$ cat config.mk
export PLATFORM = sky130hd
export DESIGN_NAME = ds_operand_stage
export DESIGN_NICKNAME = d
export VERILOG_FILES = /design/src/rtl/ds_operand_stage_pkg.sv /design/src/rtl/ds_bypass_sel.sv /design/src/rtl/ds_operand_stage.sv
export SDC_FILE = /design/constraint.sdc
export NUM_CORES = 1
export LEC_CHECK = 0
export BUFFER_PORTS_ARGS = -buffer_cell sky130_fd_sc_hd__buf_2
export CAP_MARGIN = 0
export CORE_AREA = 3 3 164 166
export CTS_CLUSTER_SIZE = 10
export DETAILED_ROUTE_END_ITERATION = 6
export DIE_AREA = 0 0 167 169
export GPL_TIMING_DRIVEN = 0
export PLACE_DENSITY = 0.51
export SLEW_MARGIN = 20
export SYNTH_ARGS = -nofsm -noshare
export SYNTH_HDL_FRONTEND = slang
export SYNTH_SLANG_ARGS = --single-unit
$ cat constraint.sdc
create_clock -name clk -period 2.4 [get_ports clk]
set_clock_uncertainty 0.2 [all_clocks]
set_input_delay 0.24 -clock clk [delete_from_list [all_inputs] [get_ports clk]]
set_output_delay 0.24 -clock clk [all_outputs]
set_load 0.01 [all_outputs]
$ cat src/rtl/ds_operand_stage_pkg.sv
// Shared bus widths, bypass-source index names and limits for the decode stage.
package ds_operand_stage_pkg;

  localparam int unsigned FS_TO_DS_BUS_WD = 64;
  localparam int unsigned REG_ADDR_W      = 5;

  // Bypass sources, youngest first.
  localparam int unsigned FWD_ES = 0;
  localparam int unsigned FWD_MS = 1;
  localparam int unsigned FWD_WS = 2;

  localparam logic [15:0] STALL_CNT_MAX = 16'hFFFF;

endpackage

$ cat src/rtl/ds_bypass_sel.sv
// Per-operand bypass selection: youngest matching producer wins, r0 never bypassed.
module ds_bypass_sel
  import ds_operand_stage_pkg::*;
#(
  parameter int unsigned XLEN  = 32,
  parameter int unsigned N_FWD = 3
) (
  input  logic [REG_ADDR_W-1:0]       raddr,
  input  logic [XLEN-1:0]             rf_rdata,
  input  logic [N_FWD-1:0]            fwd_valid,
  input  logic [N_FWD-1:0]            fwd_we,
  input  logic [N_FWD-1:0]            fwd_ready,
  input  logic [REG_ADDR_W*N_FWD-1:0] fwd_waddr,
  input  logic [XLEN*N_FWD-1:0]       fwd_wdata,
  output logic [XLEN-1:0]             value,
  output logic                        blocked
);

  logic found;

  // Once the youngest hit is taken, older sources are ignored even if it is not ready.
  always_comb begin
    value   = rf_rdata;
    blocked = 1'b0;
    found   = 1'b0;
    for (int unsigned i = 0; i < N_FWD; i++) begin
      if (!found && fwd_valid[i] && fwd_we[i] && (raddr != '0) &&
          (fwd_waddr[i*REG_ADDR_W +: REG_ADDR_W] == raddr)) begin
        found   = 1'b1;
        value   = fwd_wdata[i*XLEN +: XLEN];
        blocked = !fwd_ready[i];
      end
    end
  end

endmodule

$ cat src/rtl/ds_operand_stage.sv
// Decode-stage slot: payload register, operand bypass/interlock and stall counter.
module ds_operand_stage
  import ds_operand_stage_pkg::*;
#(
  parameter int unsigned XLEN      = 32,
  parameter int unsigned N_FWD     = 3,
  parameter int unsigned PAYLOAD_W = FS_TO_DS_BUS_WD
) (
  input  logic                        clk,
  input  logic                        reset,
  input  logic                        fs_to_ds_valid,
  input  logic [PAYLOAD_W-1:0]        fs_to_ds_bus,
  output logic                        ds_allowin,
  input  logic                        es_allowin,
  output logic                        ds_to_es_valid,
  output logic [PAYLOAD_W-1:0]        ds_payload,
  input  logic                        flush,
  input  logic [REG_ADDR_W-1:0]       raddr1,
  input  logic [REG_ADDR_W-1:0]       raddr2,
  input  logic                        use1,
  input  logic                        use2,
  output logic [REG_ADDR_W-1:0]       rf_raddr1,
  output logic [REG_ADDR_W-1:0]       rf_raddr2,
  input  logic [XLEN-1:0]             rf_rdata1,
  input  logic [XLEN-1:0]             rf_rdata2,
  input  logic [N_FWD-1:0]            fwd_valid,
  input  logic [N_FWD-1:0]            fwd_we,
  input  logic [N_FWD-1:0]            fwd_ready,
  input  logic [REG_ADDR_W*N_FWD-1:0] fwd_waddr,
  input  logic [XLEN*N_FWD-1:0]       fwd_wdata,
  output logic [XLEN-1:0]             src1_value,
  output logic [XLEN-1:0]             src2_value,
  output logic [15:0]                 stall_cnt
);

  logic                 ds_valid;
  logic [PAYLOAD_W-1:0] payload_q;
  logic [15:0]          stall_cnt_q;
  logic                 blocked1;
  logic                 blocked2;
  logic                 ready_go;

  assign rf_raddr1 = raddr1;
  assign rf_raddr2 = raddr2;

  ds_bypass_sel #(
    .XLEN  (XLEN),
    .N_FWD (N_FWD)
  ) u_sel1 (
    .raddr     (raddr1),
    .rf_rdata  (rf_rdata1),
    .fwd_valid (fwd_valid),
    .fwd_we    (fwd_we),
    .fwd_ready (fwd_ready),
    .fwd_waddr (fwd_waddr),
    .fwd_wdata (fwd_wdata),
    .value     (src1_value),
    .blocked   (blocked1)
  );

  ds_bypass_sel #(
    .XLEN  (XLEN),
    .N_FWD (N_FWD)
  ) u_sel2 (
    .raddr     (raddr2),
    .rf_rdata  (rf_rdata2),
    .fwd_valid (fwd_valid),
    .fwd_we    (fwd_we),
    .fwd_ready (fwd_ready),
    .fwd_waddr (fwd_waddr),
    .fwd_wdata (fwd_wdata),
    .value     (src2_value),
    .blocked   (blocked2)
  );

  assign ready_go       = !(use1 && blocked1) && !(use2 && blocked2);
  assign ds_allowin     = !ds_valid || (ready_go && es_allowin);
  assign ds_to_es_valid = ds_valid && ready_go && !flush;
  assign ds_payload     = payload_q;
  assign stall_cnt      = stall_cnt_q;

  always_ff @(posedge clk or posedge reset) begin
    if (reset) begin
      ds_valid <= 1'b0;
    end else if (flush) begin
      ds_valid <= 1'b0;
    end else if (ds_allowin) begin
      ds_valid <= fs_to_ds_valid;
    end
  end

  always_ff @(posedge clk or posedge reset) begin
    if (reset) begin
      payload_q <= '0;
    end else if (fs_to_ds_valid && ds_allowin) begin
      payload_q <= fs_to_ds_bus;
    end
  end

  always_ff @(posedge clk or posedge reset) begin
    if (reset) begin
      stall_cnt_q <= '0;
    end else if (ds_valid && !ready_go && (stall_cnt_q != STALL_CNT_MAX)) begin
      stall_cnt_q <= stall_cnt_q + 16'd1;
    end
  end

endmodule
Yosys cells after proc, flatten, opt, wreduce, memory -nomap -nowiden

Index checks and enable logic that the tools add are counted.

Register bits after elaboration: 81
Input bits: 265
Output and inout bits: 156
Logic and storage cells: 75

Add/subtract/negate cells: 1
Eq/ne operators: 7
Mux-type cells: 18
Reductions and logical operators: 46

Operators by type and width:

| cell                  | number |
|---|---|
| $mux 32               | 6 |
| $eq 5x5->1            | 6 |
| $logic_and 1x1->1     | 30 |
| $add 16x1->16 const B | 1 |
| $ne 16x16->1 const B  | 1 |
| $logic_not 1->1       | 12 |
| $mux 1                | 12 |
| $reduce_bool 5->1     | 2 |
| $reduce_bool 2->1     | 1 |
| $logic_or 1x1->1      | 1 |

Logic depth before layout (Yosys ltp)

Gate-level depths: netlist of run 1.

Depth after elaboration: 23
Mapped depth: 12

By module

From an unflattened synthesis of run 1, not the netlist that was laid out.

Cells, all modules: 596
Area total of the unflattened synthesis: 6364.9 µm²

By module, submodules not included:

| module           | times used | cells each | area each (µm²) |
|---|---|---|---|
| ds_operand_stage | 1          | 226        | 3326.9 |
| ds_bypass_sel    | 2          | 185        | 1519.0 |

Worst setup path after synthesis of run 1

OpenSTA, ideal clock, no wires.

Path type: input port to flip-flop
From: input fwd_waddr[8]
To: register payload_q[0], in the netlist ds_payload[0]
Library setup time: 0.125 ns
Arrival time: 2.483 ns
Path slack: -0.408 ns
Cell stages on the path: 12
Buffers on the path: 3
Cells stage by stage: xor2_1 -> nor4_2 -> and4_1 -> buf_4 -> nor2b_1 -> o311a_1 -> a31oi_2 -> o211ai_1 -> a21o_1 -> buf_6 -> buf_6 -> mux2_4

Longest elaborated chain between the ends: 15

RTL lines:

| item                            | line                   | text |
|---|---|---|
| start, declared                 | ds_operand_stage.sv:29 | `input logic [REG_ADDR_W*N_FWD-1:0] fwd_waddr,` |
| $eq 5x5->1                      | ds_bypass_sel.sv:28    | `(fwd_waddr[i*REG_ADDR_W +: REG_ADDR_W] == raddr)) begin` |
| $logic_and 1x1->1               | ds_bypass_sel.sv:27    | `if (!found && fwd_valid[i] && fwd_we[i] && (raddr != '0) &&` |
| $mux 1                          | ds_bypass_sel.sv:27    |  |
| $logic_not 1->1                 | ds_bypass_sel.sv:27    |  |
| $logic_and 1x1->1 (4 in series) | ds_bypass_sel.sv:27    |  |
| $mux 1                          | ds_bypass_sel.sv:27    |  |
| $logic_and 1x1->1               | ds_operand_stage.sv:76 | `assign ready_go = !(use1 && blocked1) && !(use2 && blocked2);` |
| $logic_not 1->1                 | ds_operand_stage.sv:76 |  |
| $logic_and 1x1->1 (*)           | ds_operand_stage.sv:76 |  |
| $logic_and 1x1->1 (*)           | ds_operand_stage.sv:77 | `assign ds_allowin = !ds_valid \|\| (ready_go && es_allowin);` |
| $logic_or 1x1->1 (*)            | ds_operand_stage.sv:77 |  |
| $logic_and 1x1->1 (*)           | ds_operand_stage.sv:95 | `end else if (fs_to_ds_valid && ds_allowin) begin` |
| end signal, assigned            | ds_operand_stage.sv:96 | `payload_q <= fs_to_ds_bus;` |
| end, declared                   | ds_operand_stage.sv:37 | `logic [PAYLOAD_W-1:0] payload_q;` |

Every way passes the cells marked *; elsewhere a longest branch is shown, timed or not.
A chain may end at the register's enable or synchronous reset.

Worst setup path after layout of run 1

From: input fwd_waddr[8]
To: register payload_q[30], in the netlist ds_payload[30]

The elaborated chain is that of the path after synthesis.

==> metrics, run 1 <==
status finished with violations; violated checks negative setup slack; worst skew pair latency 330 ps; final WL roughly 29000 um; vias between 6000 and 7000; synth warn 0; routability cong. roughly 0.95; share of layout cells above drive strength 1 between 60 and 70%; post-synthesis sequential area ratio ~34%; largest cells by area after synthesis dfrtp_1 34%, mux2_4 15%, mux2i_1 11%; Die H roughly 170 um; Reg2Reg Setup Slack around 140 ps; Avg Inst Size Synth roughly 9.9 um2; post-route clock period utilization 115.1%; synth cell count leaders 81 x dfrtp_1, 66 x a21oi_1, 66 x nor2_1; Post-synth EDFFs 0; CTS clk-pin slew, worst paths 70 ps; Netlist Area Pre-Place 6002 um2; R2R cell count 10; Rows 59; Worst setup EP type flip-flop; Worst Setup SP fwd_waddr[8]; gr ovfl total 0; Final Hold Fails 0; RSZ-0062 raised after global routing yes; Slew @ Worst Pin about 500 ps; Peak VDD IR approximately 250 uV; dpl cells between 1000 and 1500; max_slew headroom 67.29%; Worst EP required around 2400 ps; post-route ant nets 0; Die Area 28220 um2; Cell Count, Final, Fillers Out between 1000 and 1500; Worst Path Max Fanout 10; final worst path period need ~2800 ps; Max-cap violations 0; hold slack a little under 60 ps; DP HPWL around 22000 um; reg2reg end stall_cnt[0]; CTS tree built; initial antenna violation count 14; first-pass GRT wire length 43480 um; Syn Inst Count about 610; clk root buf clkbuf_16; PwrDens between 300 and 400 nW/um2; fin. max-slew vios 0; vias in the first global route about 7400; Die W between 150 and 200 um; footprint of the multi-input gates between 4000 and 5000 um2; Final Setup Violations 130; setup_tns -39480 ps; Post-route DRC 0; first-pass iteration count of the detailed router 4; # nets final around 1400; CP arrival approximately 2800 ps; Hold Crit Class in2reg; Setup crit end ds_payload[30]; P_leak between 5 and 6 nW; PortBufs 420; Fill cells 2461; largest net degree at the start of global routing 34; number of buffers created by CTS 9; FFs w/ async S/R, synth 100.0%; Yosys cell types 38; Setup WS pre-CTS -958.3 ps; Tot GR Track Use 19.64%; Reg-to-Reg Start stall_cnt[9]; first-iteration detailed-routing DRC count between 200 and 300; Max Fclk 362.1 MHz; final worst slack -361.4 ps; CP startpoint kind primary input; WS Path Type in2reg; initial core utilization 23.30%; post-synth top area share around 34%; H-tree depth 3; clk buf depth 2; ys flop type dfrtp_1; Synth Register Bits 81; critical-path cell with the highest stage delay nor4_2; average wire per standard cell slightly below 20 um; Core Area 25760 um2; clk sinks 81; count leader, synth dfrtp_1; cell mode on critical path buf_12; cell taking the most area after synthesis dfrtp_1; crit-path max cell delay around 330 ps; syn nets between 800 and 900; Cell Chain, Critical Path buf_8, xor2_2, nor4_2, and4_1, buf_6, nor2b_4, o311a_1, a31oi_4, o211ai_1, a21o_1, buf_12, buf_12, mux2_4; Top Ports approximately 420; area delta synth->final 92.00%; Seq. cell area between 2000 and 2500 um2; Vias/cell 4.643
## worst max-delay path, delay by kind of cell
family | cells | cell delay [ps]
AO/OA/AOI/OAI | 4 | 890
multiplexers | 1 | 300
AND/OR/NAND/NOR | 3 | 630
XOR/XNOR | 1 | 160
buffers and inverters | 4 | 530
## power breakdown
group	total, mW	switching, mW	leakage [nW]	internal (mW)
combinational	1.58	0.684	4.41	0.891
clock	1.43	0.578	0.151	0.849
sequential	1.59	0.0778	0.984	1.51
total	4.59	1.34	5.54	3.25
## cell families after synthesis
logic type | Yosys count | synth area share, %
AOI/OAI and AO/OA | 108 | 9.506
xor gates and xnor gates | 45 | 6.567
adders and majority gates | 1 | 0.2084
buffers and inverters | 56 | 5.066
DFF | 81 | 33.77
muxes | 161 | 32.62
and+or+nand+nor | 157 | 12.26
## worst min path at each step
stage / startpoint / to / slack (ps) / cells after the start
after global placement: flush / ds_valid / 230 / 2
after CTS: fs_to_ds_valid / ds_valid / 20 / 3
after floorplan: flush / ds_valid / 100 / 1
after global routing: fs_to_ds_valid / ds_valid / 40 / 3
after detailed placement: reset / ds_payload[32] / -2 / 2
final: fs_to_ds_valid / ds_valid / 60 / 3
## registers in the layout, indices dropped and copies added, names as in the netlist
register,count
ds_payload,64
ds_valid,1
stall_cnt,16
## layer usage
layer	wire, um	vias to the layer above	track usage (%)
li1	-	3241	-
met1	10940	3303	22.28
met2	14840	337	34.91
met3	2441	63	5.838
met4	920	16	7.353
met5	96	-	0
## layout by cell type, fill, tap and decap left out, types with 5 or more instances in the layout
cell           synthesis  final
o21ai_1                1     28
and3_1                 6      5
dfrtp_1               81     81
clkbuf_4               0      5
diode_2                0      6
buf_6                  7     52
nor2_4                 0     19
xor2_1                14     13
buf_12                 0     17
clkbuf_8               0     10
clkbuf_16              0     18
a21oi_2                0     25
buf_8                  0     13
mux2i_1               64     55
nand2_1               42     41
buf_4                 11     37
mux2i_4                0      6
nor2_2                 0      9
nand4_1               14     14
mux2_4                60     92
nor2_1                66     38
xnor2_1               31     27
a21oi_1               66     39
buf_2                  0    371
dlygate4sd3_1          0     66
## per-stage QoR
stage	total power, mW	area [um2]	utilization (%)
2_1_floorplan	2.240	6055	-
3_3_place_gp	2.854	8576	33.29
3_5_place_dp	2.871	8643	33.55
4_1_cts	4.588	11220	43.55
5_1_grt	4.814	11520	44.72
6_report	4.588	11520	44.73
## cell type report
type	count	area share, %
inverter	4	0.1629
tap	335	3.637
buffer	47	5.581
sequential	81	17.59
clock buffer	10	2.074
timing repair buffer	538	32.40
antenna	6	0.1303
clock inverter	6	0.6515
multi-input combinational	472	37.77
## what timing repair did
item                                   4_1_cts  5_1_grt
setup endpoints to repair                  146      140
setup buffers                               24       19
gates resized for setup                    305       88
endpoints found under the hold margin      125        0
hold buffers                                66        0
pin swaps                                   28       29
cloned                                      13        0
Note: power is estimated with default switching activity, not from simulation.
==> inputs of run 2 (changes only) <==
==> constraint.sdc (replaced) <==
create_clock -name clk -period 2.4 [get_ports clk]
set_clock_uncertainty 0.2 [all_clocks]
set_input_delay 0.12 -clock clk [delete_from_list [all_inputs] [get_ports clk]]
set_output_delay 0.12 -clock clk [all_outputs]
set_load 0.01 [all_outputs]
==> run 2 against run 1 <==
The flow still finishes with violations (negative setup slack). Combinational power about the same. Highest routed layer unchanged. Clock power about the same. Core utilization up 0.20 points. Critical path type unchanged. Die area unchanged.
==> metrics, run 2 (synthesis results as in run 1) <==
WS Path Type in2reg; Hold Path Depth 5; Worst setup EP type flip-flop; Worst EP required ~2400 ps; status finished with violations; Reg2Reg Setup Slack 50 ps; fin. max-slew vios 0; R2R cell count 10; Vias/cell ~4.7; Die Area approximately 28000 um2; CP arrival 2610 ps; share of layout cells above drive strength 1 a little over three fifths; final worst slack -199.5 ps; gr ovfl total 0; PwrDens approximately 400 nW/um2; final worst path period need between 2000 and 3000 ps; H-tree depth 3; Final Setup Violations 115; clk root buf clkbuf_16; Fill cells around 2500; most frequent cells in the layout 375 x buf_2, 91 x mux2_4, 81 x dfrtp_1; number of buffers created by CTS 9; Reg-to-Reg Start stall_cnt[9]; Post-route DRC 0; CTS tree built; initial antenna violation count 12; area delta synth->final 92.85%; first-iteration detailed-routing DRC count slightly below 300; commonest non-fill, non-tap cell in the layout buf_2; # nets final around 1400; post-route ant nets 0; critical-path cell with the highest stage delay or3b_4; violated checks negative setup slack; Cell Count, Final, Fillers Out approximately 1500; Peak VDD IR roughly 470 uV; vias in the first global route 7338; CTS clk-pin slew, worst paths about 60 ps; worst hold start es_allowin; Slew @ Worst Pin 656.1 ps; max reg flops 64; Core Area ~26000 um2; clk sinks 81; Max-cap violations 0; setup_tns -13680 ps; average wire per standard cell between 15 and 20 um; PortBufs 420; RSZ-0062 raised after global routing yes; P_leak 5.513 nW; Setup WS pre-CTS -1185 ps; Cell Chain, Critical Path buf_8, buf_4, xor2_2, nor3_2, and4_4, a21oi_2, or3b_4, a31oi_4, o211ai_1, a21o_1, buf_12, buf_12, mux2_4; crit-path max cell delay between 400 and 500 ps; Worst Path Max Fanout 10; max_slew headroom 56.17%; first-pass GRT wire length ~43000 um; Worst Hold End ds_valid; largest net degree at the start of global routing 32; CP startpoint kind primary input; final WL between 20000 and 30000 um; footprint of the multi-input gates 4477 um2; Seq. cell area just over 2000 um2; initial core utilization 23.30%; reg2reg end stall_cnt[0]; Top Ports about 420; Die W approximately 170 um; cell mode on critical path buf_12; post-route clock period utilization 108.3%; worst skew pair latency approximately 330 ps; Max Fclk around 380 MHz; Tot GR Track Use between 15 and 20%; dpl cells 1366; clk buf depth 2; vias about 7000; Hold Crit Class in2reg; DP HPWL ~22000 um; Final Hold Fails 0; first-pass iteration count of the detailed router 4; Die H ~170 um; Rows 59; routability cong. between 0.9 and 1
run 2: metrics by stage:
step / hold WS, ps / utilization [%] / total power, mW / cell area (um2)
3_3_place_gp: 94.30 / 33.20 / 2.853 / 8553
4_1_cts: 116.3 / 42.63 / 4.590 / 10980
6_report: 110.8 / 44.93 / 4.608 / 11570
5_1_grt: 142.2 / 44.92 / 4.852 / 11570
2_1_floorplan: -16.86 / - / 2.239 / 6032
3_5_place_dp: 46.97 / 33.35 / 2.871 / 8593
run 2: what timing repair did:
action                     CTS  global route
pin swaps                   13            11
hold buffers                67             0
setup buffers               26             6
hold endpoints to repair    92             0
resized for setup          290           138
cloned                       7             5
setup endpoints to repair  146           140
run 2: worst max path at each step:
stage | depth (start not counted) | to | start
final | 13 | ds_payload[20] | fwd_waddr[8]
after global placement | 11 | src2_value[27] | raddr2[1]
after global routing | 13 | ds_payload[8] | fwd_waddr[8]
after floorplan | 12 | ds_payload[0] | fwd_waddr[5]
after detailed placement | 11 | src2_value[27] | raddr2[2]
after CTS | 13 | ds_payload[8] | fwd_waddr[8]
run 2: worst max-delay path, delay by kind of cell:
family | cells | cell delay, ps
compound gates | 4 | 610
xor+xnor | 1 | 140
buf+inv | 4 | 540
mux | 1 | 300
simple gates | 3 | 880
run 2: routing by layer:
metal  track usage, %  up-vias  wire [um]
li1                 -     3235          -
met1            21.29     3304      11020
met2            34.43      338      14730
met3            6.049       67       2442
met4            7.568       14        976
met5                0        -         79
run 2: power breakdown:
group	leakage (nW)	total (mW)	switching, mW	internal, mW
logic	4.38	1.59	0.698	0.893
registers	0.984	1.58	0.0759	1.51
clock network	0.147	1.43	0.585	0.847
run 2: layout make-up:
cell class	count	area share [%]
sequential	81	17.51
tap	335	3.621
multi-input combinational	472	38.68
antenna	5	0.1081
buffer	49	5.805
inverter	4	0.1621
clock inverter	6	0.6378
clock buffer	10	2.065
timing repair buffer	528	31.41
